### src/rtl/control_pkg.sv
// control_pkg: shared constants and types for the registered decode unit.
// Holds opcode/funct codes, ALU select encodings, the control-word struct
// and the FSM state enum. Register fields in ctrl_t keep the full 5-bit
// instruction field widths; control_pipe narrows them to REG_AW when it
// packs the output word.
package control_pkg;

  localparam logic [5:0] OP_LW    = 6'd8;
  localparam logic [5:0] OP_SW    = 6'd9;
  localparam logic [5:0] OP_RTYPE = 6'd7;

  localparam logic [5:0] F_ADD = 6'd32;
  localparam logic [5:0] F_SUB = 6'd34;
  localparam logic [5:0] F_AND = 6'd36;
  localparam logic [5:0] F_OR  = 6'd37;
  localparam logic [5:0] F_MUL = 6'd50;

  typedef enum logic [1:0] {
    SEL_ADD = 2'b00,
    SEL_SUB = 2'b01,
    SEL_AND = 2'b10,
    SEL_OR  = 2'b11
  } sel_alu_e;

  // Flag byte, MSB first, in output-word order.
  typedef struct packed {
    logic     rf_wr;
    logic     alu1_mux;
    sel_alu_e sel_alu;
    logic     mul_st;
    logic     alu2_mux;
    logic     mem_wr;
    logic     mux_sel_wb;
  } ctrl_flags_t;

  typedef struct packed {
    logic [4:0]  rs;
    logic [4:0]  rt;
    logic [4:0]  rd;
    ctrl_flags_t f;
  } ctrl_t;

  typedef enum logic [0:0] {
    ST_RUN      = 1'b0,
    ST_MUL_WAIT = 1'b1
  } state_e;

endpackage

### src/rtl/control_pipe_if.sv
// control_pipe_if: fetch -> decode handshake plus the decoded control word.
//   in_valid/instr  : fetch-side request (master drives)
//   in_ready        : decoder accepts this cycle
//   ctrl_valid/ctrl : registered control word {rs,rt,rd,flags}
//   mul_busy        : multiplier occupied
interface control_pipe_if #(
  parameter int REG_AW = 5
);
  logic                  in_valid;
  logic                  in_ready;
  logic [31:0]           instr;
  logic                  ctrl_valid;
  logic [3*REG_AW+7:0]   ctrl;
  logic                  mul_busy;

  modport master (
    output in_valid, instr,
    input  in_ready, ctrl_valid, ctrl, mul_busy
  );

  modport slave (
    input  in_valid, instr,
    output in_ready, ctrl_valid, ctrl, mul_busy
  );
endinterface

### src/rtl/control_decode.sv
// control_decode: combinational MIPS instruction decoder.
//   instr_i : 32-bit instruction word
//   ctrl_o  : decoded control word (ctrl_t)
//   rs_v_o  : rs is a real source operand
//   rt_v_o  : rt is a real source operand (R-type and SW only)
module control_decode
  import control_pkg::*;
(
  input  logic [31:0] instr_i,
  output ctrl_t       ctrl_o,
  output logic        rs_v_o,
  output logic        rt_v_o
);

  logic [5:0] op;
  logic [5:0] fn;
  logic       unused_shamt;

  assign op = instr_i[31:26];
  assign fn = instr_i[5:0];
  assign unused_shamt = ^instr_i[10:6];

  always_comb begin
    ctrl_o            = '0;
    ctrl_o.rs         = instr_i[25:21];
    ctrl_o.rt         = instr_i[20:16];
    ctrl_o.f.alu2_mux = 1'b1;
    rs_v_o            = 1'b1;
    rt_v_o            = 1'b0;
    case (op)
      OP_LW: begin
        ctrl_o.rd           = instr_i[20:16];
        ctrl_o.f.rf_wr      = 1'b1;
        ctrl_o.f.alu1_mux   = 1'b1;
        ctrl_o.f.mux_sel_wb = 1'b1;
      end
      OP_SW: begin
        ctrl_o.f.alu1_mux   = 1'b1;
        ctrl_o.f.mem_wr     = 1'b1;
        ctrl_o.f.mux_sel_wb = 1'b1;
        rt_v_o              = 1'b1;
      end
      OP_RTYPE: begin
        ctrl_o.rd      = instr_i[15:11];
        ctrl_o.f.rf_wr = 1'b1;
        rt_v_o         = 1'b1;
        case (fn)
          F_ADD: ctrl_o.f.sel_alu = SEL_ADD;
          F_SUB: ctrl_o.f.sel_alu = SEL_SUB;
          F_AND: ctrl_o.f.sel_alu = SEL_AND;
          F_OR:  ctrl_o.f.sel_alu = SEL_OR;
          F_MUL: begin
            ctrl_o.f.sel_alu  = SEL_ADD;
            ctrl_o.f.mul_st   = 1'b1;
            ctrl_o.f.alu2_mux = 1'b0;
          end
          default: ctrl_o.f.sel_alu = SEL_SUB;
        endcase
      end
      default: ;  // NOP: only alu2_mux set
    endcase
  end

endmodule

### src/rtl/control_pipe.sv
// control_pipe: registered decode stage with RAW scoreboard and multiplier
// occupancy FSM.
//   clk, rst_n : clock, async active-low reset
//   flush      : kills output, scoreboard and multiplier wait this cycle
//   bus        : control_pipe_if.slave (in_valid/in_ready/instr in,
//                ctrl_valid/ctrl/mul_busy out)
// Optional: CONTROL_PIPE_FORWARD_EN limits stalls to load-use against the
// youngest scoreboard entry; everything else is assumed forwarded.
module control_pipe
  import control_pkg::*;
#(
  parameter int REG_AW   = 5,
  parameter int MUL_LAT  = 4,
  parameter int SB_DEPTH = 3
) (
  input  logic clk,
  input  logic rst_n,
  input  logic flush,
  control_pipe_if.slave bus
);

  localparam int CW = 3*REG_AW + 8;
  localparam int MW = (MUL_LAT > 1) ? $clog2(MUL_LAT) : 1;
  localparam logic [0:0] S_RUN      = ST_RUN;
  localparam logic [0:0] S_MUL_WAIT = ST_MUL_WAIT;

  ctrl_t             dec;
  logic              rs_v, rt_v;
  logic [REG_AW-1:0] rs, rt, rd;
  logic [CW-1:0]     ctrl_word;
  logic              hazard, accept;

  logic [0:0]        state_q, state_d;
  logic [MW-1:0]     cnt_q, cnt_d;
  logic              ctrl_valid_q;
  logic [CW-1:0]     ctrl_q;

  logic [SB_DEPTH-1:0]             sb_v_q, sb_v_d;
  logic [SB_DEPTH-1:0][REG_AW-1:0] sb_rd_q, sb_rd_d;
`ifdef CONTROL_PIPE_FORWARD_EN
  logic [SB_DEPTH-1:0]             sb_ld_q, sb_ld_d;
`endif

  control_decode u_dec (
    .instr_i (bus.instr),
    .ctrl_o  (dec),
    .rs_v_o  (rs_v),
    .rt_v_o  (rt_v)
  );

  assign rs        = dec.rs[REG_AW-1:0];
  assign rt        = dec.rt[REG_AW-1:0];
  assign rd        = dec.rd[REG_AW-1:0];
  assign ctrl_word = {rs, rt, rd, dec.f};

  // Register 0 is hardwired, so it never creates a dependency.
  always_comb begin
    hazard = 1'b0;
    for (int i = 0; i < SB_DEPTH; i++) begin
`ifdef CONTROL_PIPE_FORWARD_EN
      if (i == 0 && sb_v_q[0] && sb_ld_q[0]) begin
`else
      if (sb_v_q[i]) begin
`endif
        if (rs_v && rs != '0 && rs == sb_rd_q[i]) hazard = 1'b1;
        if (rt_v && rt != '0 && rt == sb_rd_q[i]) hazard = 1'b1;
      end
    end
  end

  assign bus.in_ready   = !flush && (state_q == S_RUN) && !hazard;
  assign accept         = bus.in_valid && bus.in_ready;
  assign bus.ctrl_valid = ctrl_valid_q;
  assign bus.ctrl       = ctrl_q;
  assign bus.mul_busy   = (state_q == S_MUL_WAIT);

  // Multiplier occupancy: a mul holds the front end for MUL_LAT-1 extra
  // cycles; with MUL_LAT=1 the wait state is unreachable.
  always_comb begin
    state_d = state_q;
    cnt_d   = cnt_q;
    if (flush) begin
      state_d = S_RUN;
      cnt_d   = '0;
    end else if (state_q == S_MUL_WAIT) begin
      if (cnt_q > MW'(1)) begin
        cnt_d = cnt_q - MW'(1);
      end else begin
        state_d = S_RUN;
        cnt_d   = '0;
      end
    end else if (accept && dec.f.mul_st && (MUL_LAT > 1)) begin
      state_d = S_MUL_WAIT;
      cnt_d   = MW'(MUL_LAT - 1);
    end
  end

  // Scoreboard ages one slot per cycle; the oldest entry falls off the end.
  always_comb begin
    sb_v_d  = '0;
    sb_rd_d = '0;
`ifdef CONTROL_PIPE_FORWARD_EN
    sb_ld_d = '0;
`endif
    if (!flush) begin
      for (int i = 1; i < SB_DEPTH; i++) begin
        sb_v_d[i]  = sb_v_q[i-1];
        sb_rd_d[i] = sb_rd_q[i-1];
`ifdef CONTROL_PIPE_FORWARD_EN
        sb_ld_d[i] = sb_ld_q[i-1];
`endif
      end
      sb_v_d[0]  = accept && dec.f.rf_wr;
      sb_rd_d[0] = rd;
`ifdef CONTROL_PIPE_FORWARD_EN
      sb_ld_d[0] = accept && dec.f.rf_wr && dec.f.mux_sel_wb;
`endif
    end
  end

  always_ff @(posedge clk or negedge rst_n) begin
    if (!rst_n) begin
      state_q      <= S_RUN;
      cnt_q        <= '0;
      ctrl_valid_q <= 1'b0;
      ctrl_q       <= '0;
      sb_v_q       <= '0;
      sb_rd_q      <= '0;
`ifdef CONTROL_PIPE_FORWARD_EN
      sb_ld_q      <= '0;
`endif
    end else begin
      state_q      <= state_d;
      cnt_q        <= cnt_d;
      ctrl_valid_q <= accept;
      if (accept) ctrl_q <= ctrl_word;
      sb_v_q       <= sb_v_d;
      sb_rd_q      <= sb_rd_d;
`ifdef CONTROL_PIPE_FORWARD_EN
      sb_ld_q      <= sb_ld_d;
`endif
    end
  end

endmodule

### src/flat_wrapper.sv
// flat-port wrapper written by rule: the top's interface ports become plain ports
module control_pipe_flat import control_pkg::*;
#(
  parameter int REG_AW   = 5,
  parameter int MUL_LAT  = 4,
  parameter int SB_DEPTH = 3
)
  (clk, rst_n, flush, bus_in_valid, bus_instr, bus_in_ready, bus_ctrl_valid, bus_ctrl, bus_mul_busy);
  control_pipe_if #(.REG_AW(REG_AW)) bus_i ();
  input  logic clk;
  input  logic rst_n;
  input  logic flush;
  input wire logic [$bits(bus_i.in_valid)-1:0] bus_in_valid;
  input wire logic [$bits(bus_i.instr)-1:0] bus_instr;
  output wire logic [$bits(bus_i.in_ready)-1:0] bus_in_ready;
  output wire logic [$bits(bus_i.ctrl_valid)-1:0] bus_ctrl_valid;
  output wire logic [$bits(bus_i.ctrl)-1:0] bus_ctrl;
  output wire logic [$bits(bus_i.mul_busy)-1:0] bus_mul_busy;
  assign bus_i.in_valid = bus_in_valid;
  assign bus_i.instr = bus_instr;
  assign bus_in_ready = bus_i.in_ready;
  assign bus_ctrl_valid = bus_i.ctrl_valid;
  assign bus_ctrl = bus_i.ctrl;
  assign bus_mul_busy = bus_i.mul_busy;
  control_pipe #(.REG_AW(REG_AW), .MUL_LAT(MUL_LAT), .SB_DEPTH(SB_DEPTH)) u_core (.clk(clk), .rst_n(rst_n), .flush(flush), .bus(bus_i));
endmodule
### config.mk
export PLATFORM = sky130hd
export DESIGN_NAME = control_pipe_flat
export DESIGN_NICKNAME = d
export VERILOG_FILES = /design/src/rtl/control_pkg.sv /design/src/rtl/control_pipe_if.sv /design/src/rtl/control_decode.sv /design/src/rtl/control_pipe.sv /design/src/flat_wrapper.sv
export SDC_FILE = /design/constraint.sdc
export NUM_CORES = 1
export LEC_CHECK = 0
export CORE_ASPECT_RATIO = 0.75
export CORE_MARGIN = 2
export CORE_UTILIZATION = 47
export CTS_CLUSTER_SIZE = 20
export DETAILED_ROUTE_END_ITERATION = 12
export PLACE_DENSITY = 0.91
export REMOVE_ABC_BUFFERS = 1
export SLEW_MARGIN = 10
export SYNTH_ARGS = -nofsm -noshare
export SYNTH_HDL_FRONTEND = slang
export SYNTH_SLANG_ARGS = --single-unit
### constraint.sdc
create_clock -name clk -period 2.7 [get_ports clk]
set_clock_uncertainty 0.1 [all_clocks]
set_input_delay 0.54 -clock clk [delete_from_list [all_inputs] [get_ports clk]]
set_output_delay 0.54 -clock clk [all_outputs]
set_load 0.02 [all_outputs]
Word-level counts from Yosys, hierarchy flattened
Index checks and enable logic that the tools add are counted.
- reduce and logical (&&, ||, !) cells: 20
- magnitude comparators: 1
- equal/unequal tests: 13
- add/sub/neg operators: 1
- bitwise gates (word level): 1
- multiplexer cells: 26
- operator list (operator ; count):
    $eq 5x5->1 ; 6
    $eq 6x6->1 const B ; 4
    $mux 1 ; 16
    $mux 15 ; 1
    $eq 6x4->1 const B ; 2
    $logic_and 1x1->1 ; 12
    $pmux 6 s2 ; 1
    $mux 2 ; 5
    $reduce_bool 5->1 ; 2
    $eq 6x3->1 const B ; 1
    $pmux 2 s3 ; 1
    $reduce_or 2->1 ; 3
    $mux 4 ; 1
    $mux 3 ; 1
    $reduce_bool 3->1 ; 1
    $gt 2x1->1 const B ; 1
    $logic_not 1->1 ; 2
    $sub 2x1->2 const B ; 1
    $not 1->1 ; 1
- output and inout bits: 26
- input port bits: 36
- register bits: 45
- word-level logic and storage cells: 70

Longest topological paths before layout
Gate-level depths: netlist of the first run.
- word-level depth: 20
- gate-level depth with buffers: 8
- mapped depth without buffers: 6

Modules after synthesis
Synthesis of the first run repeated with hierarchy kept, for this count alone.
- cells, all modules: 190
- area, all modules: 2307.2 sq um
- by module, submodules not included (module ; times used ; cells each ; area an instance (sq um) ; seq. area each (sq um)):
    control_pipe ; 1 ; 150 ; 2023.2 ; 1126.1
    control_decode ; 1 ; 40 ; 284.0 ; 0.0

Worst setup path after synthesis of the first run
OpenSTA, ideal clock, no wires.
- path type: input -> output
- from: input bus_instr[19]
- to: output bus_in_ready
- path buffers: 1
- stages on the path: 6
- required time: 2.060 ns
- arrival: 2.280 ns
- path slack: -0.220 ns
- path through: clkbuf_1 > or4_1 > o22a_1 > nand3_1 > nor2_1 > nor4_1
- longest elaborated chain between the ends: 13
- elaborated cells on any way between the ends: 18
- those cells by class: eq/ne (3); mux (8); reduce/logical (7)
- ends and longest elaborated chain (element ; line ; RTL):
    from (decl) ; flat_wrapper.sv:14 ; input wire logic [$bits(bus_i.instr)-1:0] bus_instr;
    $reduce_bool 5->1 ; control_pipe.sv:66 ; if (rt_v && rt != '0 && rt == sb_rd_q[i]) hazard = 1'b1;
    $logic_and 1x1->1 (2 in a row) ; control_pipe.sv:66 ;
    $mux 1 ; control_pipe.sv:66 ;
    $mux 1 ; control_pipe.sv:63 ; if (sb_v_q[i]) begin
    $mux 1 ; control_pipe.sv:65 ; if (rs_v && rs != '0 && rs == sb_rd_q[i]) hazard = 1'b1;
    $mux 1 ; control_pipe.sv:66 ;
    $mux 1 ; control_pipe.sv:63 ;
    $mux 1 ; control_pipe.sv:65 ;
    $mux 1 ; control_pipe.sv:66 ;
    $mux 1 (*) ; control_pipe.sv:63 ;
    $logic_not 1->1 (*) ; control_pipe.sv:71 ; assign bus.in_ready = !flush && (state_q == S_RUN) && !hazard;
    $logic_and 1x1->1 (*) ; control_pipe.sv:71 ;
    to (decl) ; flat_wrapper.sv:15 ; output wire logic [$bits(bus_i.in_ready)-1:0] bus_in_ready;
Every way passes the cells marked *; elsewhere a longest branch is shown, timed or not.

Final worst setup path of the first run
- from: input bus_instr[17]
- to: output bus_in_ready
Same word-level chain as after synthesis.

==> qor.yml, run 1 <==
detailed_routing:
  first_pass_iters: 4
  drc_errors: 0
  via_per_inst: 5.247
  drtAntennaViolNets: 0
  postRouteWirelength_um: 5199
  vias: 1721
  drt_first_iter_violations: 112
  wire_per_inst_um: 15.85
flow_run:
  drv_cap: 0
die:
  floorplan.initialDensity: 0.4902
  die_w_um: 82.82
  top_level_ports: 62
  std_cell_rows: 21
  die-area_um2: 5226
  vertical_die_dimension_um: 63.11
  floorplan.core_area_um2: 4467
sta:
  fin_tns_setup_ns: 0
  holdWs_ns: 0.2929
  worst_slew_pin_slew_ns: 0.9589
  hold_viol_final: 0
  rsz_0062_raised_after_global_routing: "no"
  period_minus_slack_ns: 2.657
  maxClockFrequency_mhz: 376.4
  finalSetupViolCount: 0
  final-max-slew-violation-count: 0
  max_slew_margin: 0.3607
  layout_worst_path_cycle_share: 0.9841
cts:
  clock_transition_at_the_registers_of_the_reported_paths_ns: 0.08
  cts.sinks: 44
  tritoncts: "done"
  clkLatencyLatePin_ns: 0.30
  num_cts_buffers: 5
  htree_levels: 2
  clock_tree.buffer_depth: 2
  cts.root.buffer_cell: "sky130_fd_sc_hd__clkbuf_8"
synth:
  netlist_area_um2: 2190
  ys_seq_elements: 44
  synth-main-ff-cell: "sky130_fd_sc_hd__dfrtp_1"
  synth.distinct_cells: 38
  ys_async_sr_fraction: 1.000
  synth_area_per_cell_um2: 11.35
  number_of_enable_type_register_cells_in_the_synthesized_netlist: 0
  synth.yosys.warnings: 0
  postSynthCellCount: 193
  synth_seq_area_share: 0.5029
pwr:
  p_clk_frac: 0.288
  vdd.ir_drop.worst_uv: 302.8
  p_sw_w: 0.0003605
  power-per-cell-area_nw_per_um2: 442.6
  seqPwrFrac: 0.512
  power_switching_share: 0.2636
  total_leakage_power_nw: 1.410
  share_comb_of_total_power: 0.200
  internal_power_w: 0.001007
placement:
  gp_congestion: 0.9407
  port_buffer_cells: 56
  dp_hpwl_um: 3771
global_routing:
  antenna_found_initial: 0
  grt-ovfl-total: 0
  grt.total_usage: 0.2116
  grt_first_pass_wirelength_um: 8769
  first_global_vias: 1797
  grt_start_max_net_pins: 45
critical_path:
  crit_fanout: 2
  r2r_start: "u_core.sb_rd_q[3]"
  timing.critical_path.max_delay_family: "simple AND/OR/NAND/NOR gates"
  setup.worst_path.start_class: "primary input"
  critical_path_class: "in2out"
  cp_cell_sequence: "buf_2 -> or4_4 -> o22a_1 -> nand3_2 -> nor2_2 -> nor4_2 -> buf_4"
  rr_worst_depth: 8
  critical_path_required_ns: 2.06
  crit_end_category: "output pin"
  regToRegSetupSlack_ns: 0.36
  crit_path_top_delay_cell: "sky130_fd_sc_hd__or4_4"
  crit_reg_reg_endpoint: "u_core.bus.ctrl[18]"
  worst_path_largest_cell_delay_ns: 0.55
  critical_path_buf_inv_count: 2
  cp.arrival_ns: 2.02
cells_and_area:
  final-seq-area_um2: 1101
  antenna-diode-count: 0
  number_of_nets_in_the_layout: 307
  multi_input_area_um2: 1056
  area_grow_syn2layout_pct: 41.09
  fillers: 332
  drive_above_1_share: 0.2546
run_status:
  status: "complete, no violations"
hold_path:
  min-delay-path-class: "in2async"
## power by group through the flow
stage | clock network [W] | registers, W | logic, W
finish | 0.000393 | 0.000700 | 0.000274
global route | 0.000440 | 0.000704 | 0.000293
CTS | 0.000406 | 0.000701 | 0.000275
detailed placement | 0 | 0.000713 | 0.000275
global placement | 0 | 0.000712 | 0.000269
floorplan | 0 | 0.000744 | 0.0000737
## placed cells by master, fill, tap and decap left out, drive strengths merged, types with 6 or more instances in the layout
| cell type | n |
|---|---|
| xor2 | 14 |
| nor2b | 12 |
| dfrtp | 44 |
| inv | 10 |
| nor2 | 14 |
| mux2 | 13 |
| nand2 | 6 |
| clkbuf | 7 |
| buf | 32 |
| mux2i | 8 |
| xnor2 | 16 |
| clkdlybuf4s50 | 43 |
## area by class of cell
cell class | count | area share
sequential | 44 | 0.3564
multi-input combinational | 127 | 0.3418
timing repair buffer | 83 | 0.2402
tap | 57 | 0.02309
clock buffer | 5 | 0.02228
inverter | 10 | 0.01215
clock inverter | 2 | 0.004050
## sequential cells by signal, indices dropped and copies added, names as in the netlist
register,cells
u_core.bus.ctrl,22
u_core.cnt_q,2
u_core.sb_v_q,3
u_core.sb_rd_q,15
u_core.bus.ctrl_valid,1
u_core.bus.mul_busy,1
## through the flow
stage | util | cell area [µm²] | worst slack [ns] | cells | power (W)
4_1_cts | 0.6888 | 3077 | 0.0001203 | 328 | 0.001382
3_3_place_gp | 0.6625 | 2959 | -0.7849 | 319 | 0.0009806
6_report | 0.6916 | 3089 | 0.04295 | 328 | 0.001367
5_1_grt | 0.6916 | 3089 | 0.004768 | 328 | 0.001437
3_5_place_dp | 0.6625 | 2959 | -0.8515 | 319 | 0.0009878
2_1_floorplan | - | 2132 | -0.08087 | 181 | 0.0008181
## cell usage after synthesis (all sizes together) (2+ instances only)
cell    instances  area share
a21oi           2      0.0046
a22oi           5       0.017
and3            3      0.0086
buf             3       0.011
clkbuf          9       0.015
dfrtp          44        0.50
inv            10       0.017
mux2           13       0.079
mux2i           8       0.037
nand2           6       0.010
nand2b          3      0.0086
nand3           4      0.0091
nand3b          2      0.0069
nand4           3      0.0086
nor2           14       0.025
nor2b          12       0.034
nor3            2      0.0046
nor4            5       0.014
nor4b           2       0.015
o21ai           2      0.0063
or4             2      0.0069
xnor2          16       0.064
xor2           14       0.056
## routing by layer
layer / vias up / GRT usage / routed length (µm)
li1: 805 / - / -
met1: 848 / 0.2840 / 2289
met2: 56 / 0.3417 / 2512
met3: 12 / 0.05505 / 301
met4: 0 / 0.06148 / 95
met5: - / 0 / 0
## cell families (layout without fill, tap and decap cells)
logic type             count (synthesis)  count (layout)  synth area share
AND/OR/NAND/NOR                       60              60            0.1594
multiplexers                          21              21            0.1154
AO/OA/AOI/OAI                         16              16           0.05886
flip-flops                            44              44            0.5029
buffers and inverters                 22             100           0.04343
XOR/XNOR                              30              30            0.1200
## worst max-delay path by stage
| stage | cells past startpoint | endpoint | from | slack (ns) |
|---|---|---|---|---|
| final | 7 | bus_in_ready | bus_instr[17] | 0.04 |
| after global routing | 6 | bus_in_ready | bus_instr[24] | 0.005 |
| after CTS | 7 | bus_in_ready | bus_instr[17] | 0.0001 |
| after detailed placement | 7 | bus_in_ready | bus_instr[19] | -0.85 |
| after global placement | 7 | bus_in_ready | bus_instr[19] | -0.78 |
| after floorplan | 6 | u_core.bus.ctrl[13] | bus_instr[17] | -0.08 |
## repair_timing
action,4_1_cts,5_1_grt
setup endpoints to repair,17,7
hold buffers,0,0
gates resized for setup,34,10
endpoints found under the hold margin,0,0
setup buffers,2,0
gates cloned,0,0
pin swaps,7,8
(Power assumes the default switching activity.)
==> run 2: changes to the inputs <==
REMOVE_ABC_BUFFERS = not set   (was 1)
==> qor.yml, run 2 (synthesis gave the netlist of run 1 again) <==
detailed_routing:
  wire_per_inst_um: 17.34  # +9.4%
  via_per_inst: 5.286  # +0.75%
  vias: 1755  # +2.0%
  drtAntennaViolNets: 0  # unchanged
  drt_first_iter_violations: 91  # -19%
  postRouteWirelength_um: 5758  # +11%
  first_pass_iters: 4  # unchanged
  drc_errors: 0  # unchanged
die:
  floorplan.core_area_um2: 4467  # unchanged
  die-area_um2: 5226  # unchanged
  floorplan.initialDensity: 0.4902  # unchanged
  vertical_die_dimension_um: 63.11  # unchanged
  top_level_ports: 62  # unchanged
  die_w_um: 82.82  # unchanged
  std_cell_rows: 21  # unchanged
placement:
  port_buffer_cells: 56  # unchanged
  placement.cell_area_um2: 2959  # unchanged
  dp_hpwl_um: 3995  # +6.0%
  gp_congestion: 0.8309  # -12%
pwr:
  total_leakage_power_nw: 1.449  # +2.8%
  share_comb_of_total_power: 0.193  # -0.007
  p_clk_frac: 0.344  # +0.056
  seqPwrFrac: 0.463  # -0.049
  total_power_w: 0.001514  # +11%
  vdd.ir_drop.worst_uv: 276.7  # -8.6%
  power_switching_share: 0.2587  # -0.004896
  p_sw_w: 0.0003916  # +8.6%
  power-per-cell-area_nw_per_um2: 468.9  # +5.9%
  internal_power_w: 0.001122  # +11%
run_status:
  status: "complete, no violations"
global_routing:
  grt_start_max_net_pins: 24  # -47%
  grt.total_usage: 0.2182  # +0.006551
  grt_first_pass_wirelength_um: 8866  # +1.1%
  first_global_vias: 1787  # -0.56%
  antenna_found_initial: 0  # unchanged
  grt-ovfl-total: 0  # unchanged
sta:
  max_slew_margin: 0.6691  # +0.3084
  fin_tns_setup_ns: 0  # unchanged
  rsz_0062_raised_after_global_routing: "yes"
  worst_slew_pin_slew_ns: 0.4963  # -0.4626 ns
  maxClockFrequency_mhz: 373.5  # -0.76%
  period_minus_slack_ns: 2.677  # +0.02037 ns
  hold_viol_final: 0  # unchanged
  finalSetupViolCount: 0  # unchanged
  final-max-slew-violation-count: 0  # unchanged
  layout_worst_path_cycle_share: 0.9916  # +0.007544
critical_path:
  critical_path_required_ns: 2.80  # +0.74 ns
  cp.arrival_ns: 2.78  # +0.76 ns
  crit_path_top_delay_cell: "sky130_fd_sc_hd__or4_4"
  crit_fanout: 8  # +6
  worst_path_largest_cell_delay_ns: 0.50  # -0.05 ns
  setup.worst_path.start_class: "primary input"
  critical_path_class: "in2reg"
  cp_cell_sequence: "dlygate4sd2_1 -> or4_4 -> nor2_4 -> buf_6 -> o31ai_4 -> buf_4 -> nor4b_4 -> o21ai_4 -> buf_12 -> mux2_4"
  crit_end_category: "register"
cts:
  postCtsHoldBufs: 0  # unchanged
  tritoncts: "done"
  num_cts_buffers: 5  # unchanged
  cts.sinks: 44  # unchanged
  htree_levels: 2  # unchanged
  clock_transition_at_the_registers_of_the_reported_paths_ns: 0.09  # about the same
  cts.root.buffer_cell: "sky130_fd_sc_hd__clkbuf_8"
  clock_tree.buffer_depth: 2  # unchanged
  clkLatencyLatePin_ns: 0.31  # about the same
cells_and_area:
  multi_input_area_um2: 1089  # +3.1%
  final-seq-area_um2: 1101  # unchanged
  layout.cells.most_common_list: "44 x sky130_fd_sc_hd__clkdlybuf4s50_1, 44 x sky130_fd_sc_hd__dfrtp_1, 23 x sky130_fd_sc_hd__buf_4"
  antenna-diode-count: 0  # unchanged
  largest_register_ffs: 22  # unchanged
  drive_above_1_share: 0.2582  # +0.003569
  postLayoutCoreUtil: 0.7227  # +0.03109
  area_grow_syn2layout_pct: 47.43
  fillers: 320  # -3.6%
  number_of_nets_in_the_layout: 310  # +0.98%
  final_design_area_no_fill_um2: 3228  # +4.5%
synth:
  syn-num-nets: 229
flow_run:
  drv_cap: 0  # unchanged
hold_path:
  min-delay-path-class: "in2async"
run 2: cell types whose count changed in the layout (fill, tap and decap cells not counted), moves of 2 or more:
cell | previous run | this run
sky130_fd_sc_hd__buf_2 | 4 | 1
sky130_fd_sc_hd__buf_4 | 27 | 23
sky130_fd_sc_hd__buf_6 | 0 | 6
sky130_fd_sc_hd__dlygate4sd2_1 | 3 | 5
sky130_fd_sc_hd__nor4_2 | 2 | 0
run 2: area by class of cell:
class                   count  area share
clock buffers               5     0.02132
clock inverters             3     0.01434
inverters                  10     0.01163
multi-input cells         127      0.3372
flip-flops and latches     44      0.3411
well taps                  57     0.02209
repair buffers             86      0.2523
run 2: worst max-delay path: cells and delay by family:
kind | cells | cell delay (ns)
buf+inv | 4 | 0.73
compound gates | 2 | 0.24
mux | 1 | 0.29
simple gates | 3 | 0.99
run 2: power by group through the flow:
| stage | logic [W] | registers, W | clock network, W |
|---|---|---|---|
| after floorplan | 0.0000892 | 0.000744 | 0 |
| after global placement | 0.000269 | 0.000712 | 0 |
| after detailed placement | 0.000275 | 0.000714 | 0 |
| after CTS | 0.000276 | 0.000702 | 0.000530 |
| after global routing | 0.000309 | 0.000705 | 0.000563 |
| final | 0.000292 | 0.000701 | 0.000521 |
run 2: final timing paths:
check,start,to,slack [ns],depth (start not counted)
setup / recovery,bus_instr[24],u_core.bus.ctrl[1],0.02,10
setup reg to reg,u_core.sb_rd_q[7],u_core.bus.ctrl[17],0.25,9
hold reg to reg,u_core.bus.ctrl[18],u_core.bus.ctrl[18],0.42,1
min in group clk,u_core.bus.ctrl[18],u_core.bus.ctrl[18],0.42,1
hold / removal,rst_n,u_core.bus.ctrl[2],0.09,1
max in group asynchronous,rst_n,u_core.sb_rd_q[13],1.74,2
run 2: per-stage QoR:
stage | std cells | hold WS (ns) | setup WS, ns
floorplan | 193 | 0.1444 | 0.07478
global placement | 317 | 0.3775 | -0.7506
detailed placement | 317 | 0.3973 | -0.7727
CTS | 326 | 0.09127 | 0.005916
global route | 332 | 0.1242 | -0.02685
finish | 332 | 0.08582 | 0.02258
run 2: repair_timing:
item,4_1_cts,5_1_grt
gates cloned,0,1
endpoints found under the setup margin,21,3
buffers inserted,3,5
gates resized for setup,27,16
pin swaps,8,9
run 2: routing by layer:
metal / GRT usage / up-vias / wire length [µm]
met4: 0.09836 / 0 / 133
met3: 0.04456 / 14 / 288
li1: - / 812 / -
met5: 0 / - / 0
met2: 0.3458 / 70 / 2807
met1: 0.2917 / 859 / 2529
==> run 3: changes to the inputs <==
CELL_PAD_IN_SITES_DETAIL_PLACEMENT = 0   (was not set)
CELL_PAD_IN_SITES_GLOBAL_PLACEMENT = 1   (was not set)
CORE_UTILIZATION = 37   (was 47)
PLACE_DENSITY = not set   (was 0.91)
PLACE_DENSITY_LB_ADDON = 0.3   (was not set)
==> qor.yml, run 3 (synthesis gave the netlist of run 1 again) <==
pwr:
  p_clk_frac: 0.306  # -0.038
  internal_power_w: 0.001046  # -6.8%
  total_leakage_power_nw: 1.478  # +2.0%
  p_sw_w: 0.0003738  # -4.5%
  seqPwrFrac: 0.493  # +0.030
  share_comb_of_total_power: 0.202  # +0.009
  power_switching_share: 0.2632  # +0.004516
  power-per-cell-area_nw_per_um2: 438.1  # -6.6%
  vdd.ir_drop.worst_uv: 177.9  # -36%
detailed_routing:
  via_per_inst: 4.744  # -10%
  wire_per_inst_um: 15.08  # -13%
  drt_first_iter_violations: 49  # -46%
  vias: 1689  # -3.8%
  drtAntennaViolNets: 0  # unchanged
  first_pass_iters: 4  # unchanged
  postRouteWirelength_um: 5370  # -6.7%
  drc_errors: 0  # unchanged
sta:
  fin_tns_setup_ns: 0  # unchanged
  hold_viol_final: 0  # unchanged
  finalSetupViolCount: 0  # unchanged
  maxClockFrequency_mhz: 378.5  # +1.4%
  layout_worst_path_cycle_share: 0.9784  # -0.01322
  worst_slew_pin_slew_ns: 0.5500  # +0.05367 ns
  finalWorstSetupSlack_ns: 0.05827  # +0.03569 ns
  final-max-slew-violation-count: 0  # unchanged
  max_slew_margin: 0.6333  # -0.03578
  period_minus_slack_ns: 2.642  # -0.03569 ns
global_routing:
  grt_first_pass_wirelength_um: 8714  # -1.7%
  first_global_vias: 1785  # -0.11%
  grt.total_usage: 0.1743  # -0.04389
  antenna_found_initial: 0  # unchanged
  grt_start_max_net_pins: 26  # +8.3%
  grt-ovfl-total: 0  # unchanged
placement:
  gp_congestion: 0.8655  # +4.2%
  dp_cells: 342  # +7.9%
  port_buffer_cells: 56  # unchanged
  dp_worst_setup_slack_ns: -0.7652  # +0.007542 ns
  dp_hpwl_um: 3883  # -2.8%
critical_path:
  critical_path_class: "in2out"
  timing.critical_path.max_delay_family: "simple AND/OR/NAND/NOR gates"
  worst_path_largest_cell_delay_ns: 0.55  # +0.05 ns
  crit_end_category: "output pin"
  critical_path_required_ns: 2.06  # -0.74 ns
  crit_fanout: 3  # -5
  critical_path_buf_inv_count: 2  # -2
  crit_path_top_delay_cell: "sky130_fd_sc_hd__or4_4"
  cp.arrival_ns: 2.00  # -0.78 ns
  setup.worst_path.start_class: "primary input"
  cp_cell_sequence: "dlygate4sd2_1 -> or4_4 -> nor2_4 -> nor4_2 -> nor4_4 -> buf_4"
cells_and_area:
  largest_register_ffs: 22  # unchanged
  layout.cells.non_filler: 356  # +7.2%
  area_grow_syn2layout_pct: 48.06
  layout.cells.most_common: "sky130_fd_sc_hd__dfrtp_1"
  antenna-diode-count: 0  # unchanged
  number_of_nets_in_the_layout: 313  # +0.97%
  layout.cells.most_common_list: "44 x sky130_fd_sc_hd__dfrtp_1, 42 x sky130_fd_sc_hd__clkdlybuf4s50_1, 29 x sky130_fd_sc_hd__buf_4"
  drive_above_1_share: 0.2734  # +0.01520
cts:
  clock_tree.buffer_depth: 2  # unchanged
  clock_transition_at_the_registers_of_the_reported_paths_ns: 0.08  # about the same
  cts.root.buffer_cell: "sky130_fd_sc_hd__clkbuf_8"
  cts.sinks: 44  # unchanged
  num_cts_buffers: 5  # unchanged
  htree_levels: 2  # unchanged
  clkLatencyLatePin_ns: 0.30  # about the same
  tritoncts: "done"
run_status:
  status: "complete, no violations"
die:
  die-area_um2: 6556  # +25%
  die_w_um: 92.83  # +12%
  floorplan.initialDensity: 0.3798  # -0.1104
  top_level_ports: 62  # unchanged
  std_cell_rows: 24  # +14%
  floorplan.core_area_um2: 5766  # +29%
  vertical_die_dimension_um: 70.62  # +12%
synth:
  syn-num-nets: 229  # unchanged
flow_run:
  drv_cap: 0  # unchanged
hold_path:
  min-delay-path-class: "in2async"
## run 3: cell types whose count changed in the layout (fill, tap and decap cells not counted), sizes merged, moves of 2 or more
cell and delta:
clkinv +2, clkdlybuf4s50 -2, dlymetal6s2s +2, buf +4
## run 3: layer usage
layer | GRT usage | wire, µm
met1 | 0.2429 | 2683
met2 | 0.2568 | 2301
met3 | 0.05112 | 319
met4 | 0.07026 | 65
met5 | 0 | 0
## run 3: metrics by stage
step / utilization / hold WS [ns] / instance area (µm²) / total power [W]
after floorplan: - / 0.1444 / 2205 / 0.0008330
after global placement: 0.5230 / 0.3864 / 3015 / 0.0009894
after detailed placement: 0.5230 / 0.3899 / 3015 / 0.0009910
after CTS: 0.5527 / 0.1268 / 3187 / 0.001436
after global routing: 0.5623 / 0.1551 / 3242 / 0.001477
final: 0.5623 / 0.1084 / 3242 / 0.001420
## run 3: power groups by stage
stage / Sequential, W / Clock, W / Combinational [W]
after global placement: 0.000712 / 0 / 0.000277
after detailed placement: 0.000713 / 0 / 0.000278
final: 0.000699 / 0.000434 / 0.000287
after floorplan: 0.000744 / 0 / 0.0000892
after CTS: 0.000700 / 0.000452 / 0.000284
after global routing: 0.000703 / 0.000466 / 0.000308
## run 3: layout make-up
cell class / count / area [µm²]
fillers: 503 / 2524
flip-flops and latches: 44 / 1101
multi-input cells: 127 / 1095
repair buffers: 89 / 818.3
well taps: 78 / 97.59
clock buffers: 6 / 82.58
inverters: 10 / 37.54
clock inverters: 2 / 10.01
## run 3: worst paths after layout
path                                    start                  end  slack, ns  depth (start not counted)
setup / recovery                bus_instr[22]         bus_in_ready       0.06                          6
hold / removal                          rst_n  u_core.bus.ctrl[21]       0.11                          1
setup reg to reg            u_core.sb_rd_q[1]  u_core.bus.ctrl[13]       0.28                          9
hold reg to reg            u_core.bus.ctrl[3]   u_core.bus.ctrl[3]       0.41                          1
max in group asynchronous               rst_n    u_core.sb_rd_q[4]       1.81                          2
min in group clk           u_core.bus.ctrl[3]   u_core.bus.ctrl[3]       0.41                          1
## run 3: timing repair
action	CTS	global route
gates resized for setup	32	13
setup buffers	2	4
pin swaps	12	11
setup endpoints to repair	10	1
hold buffers	0	0
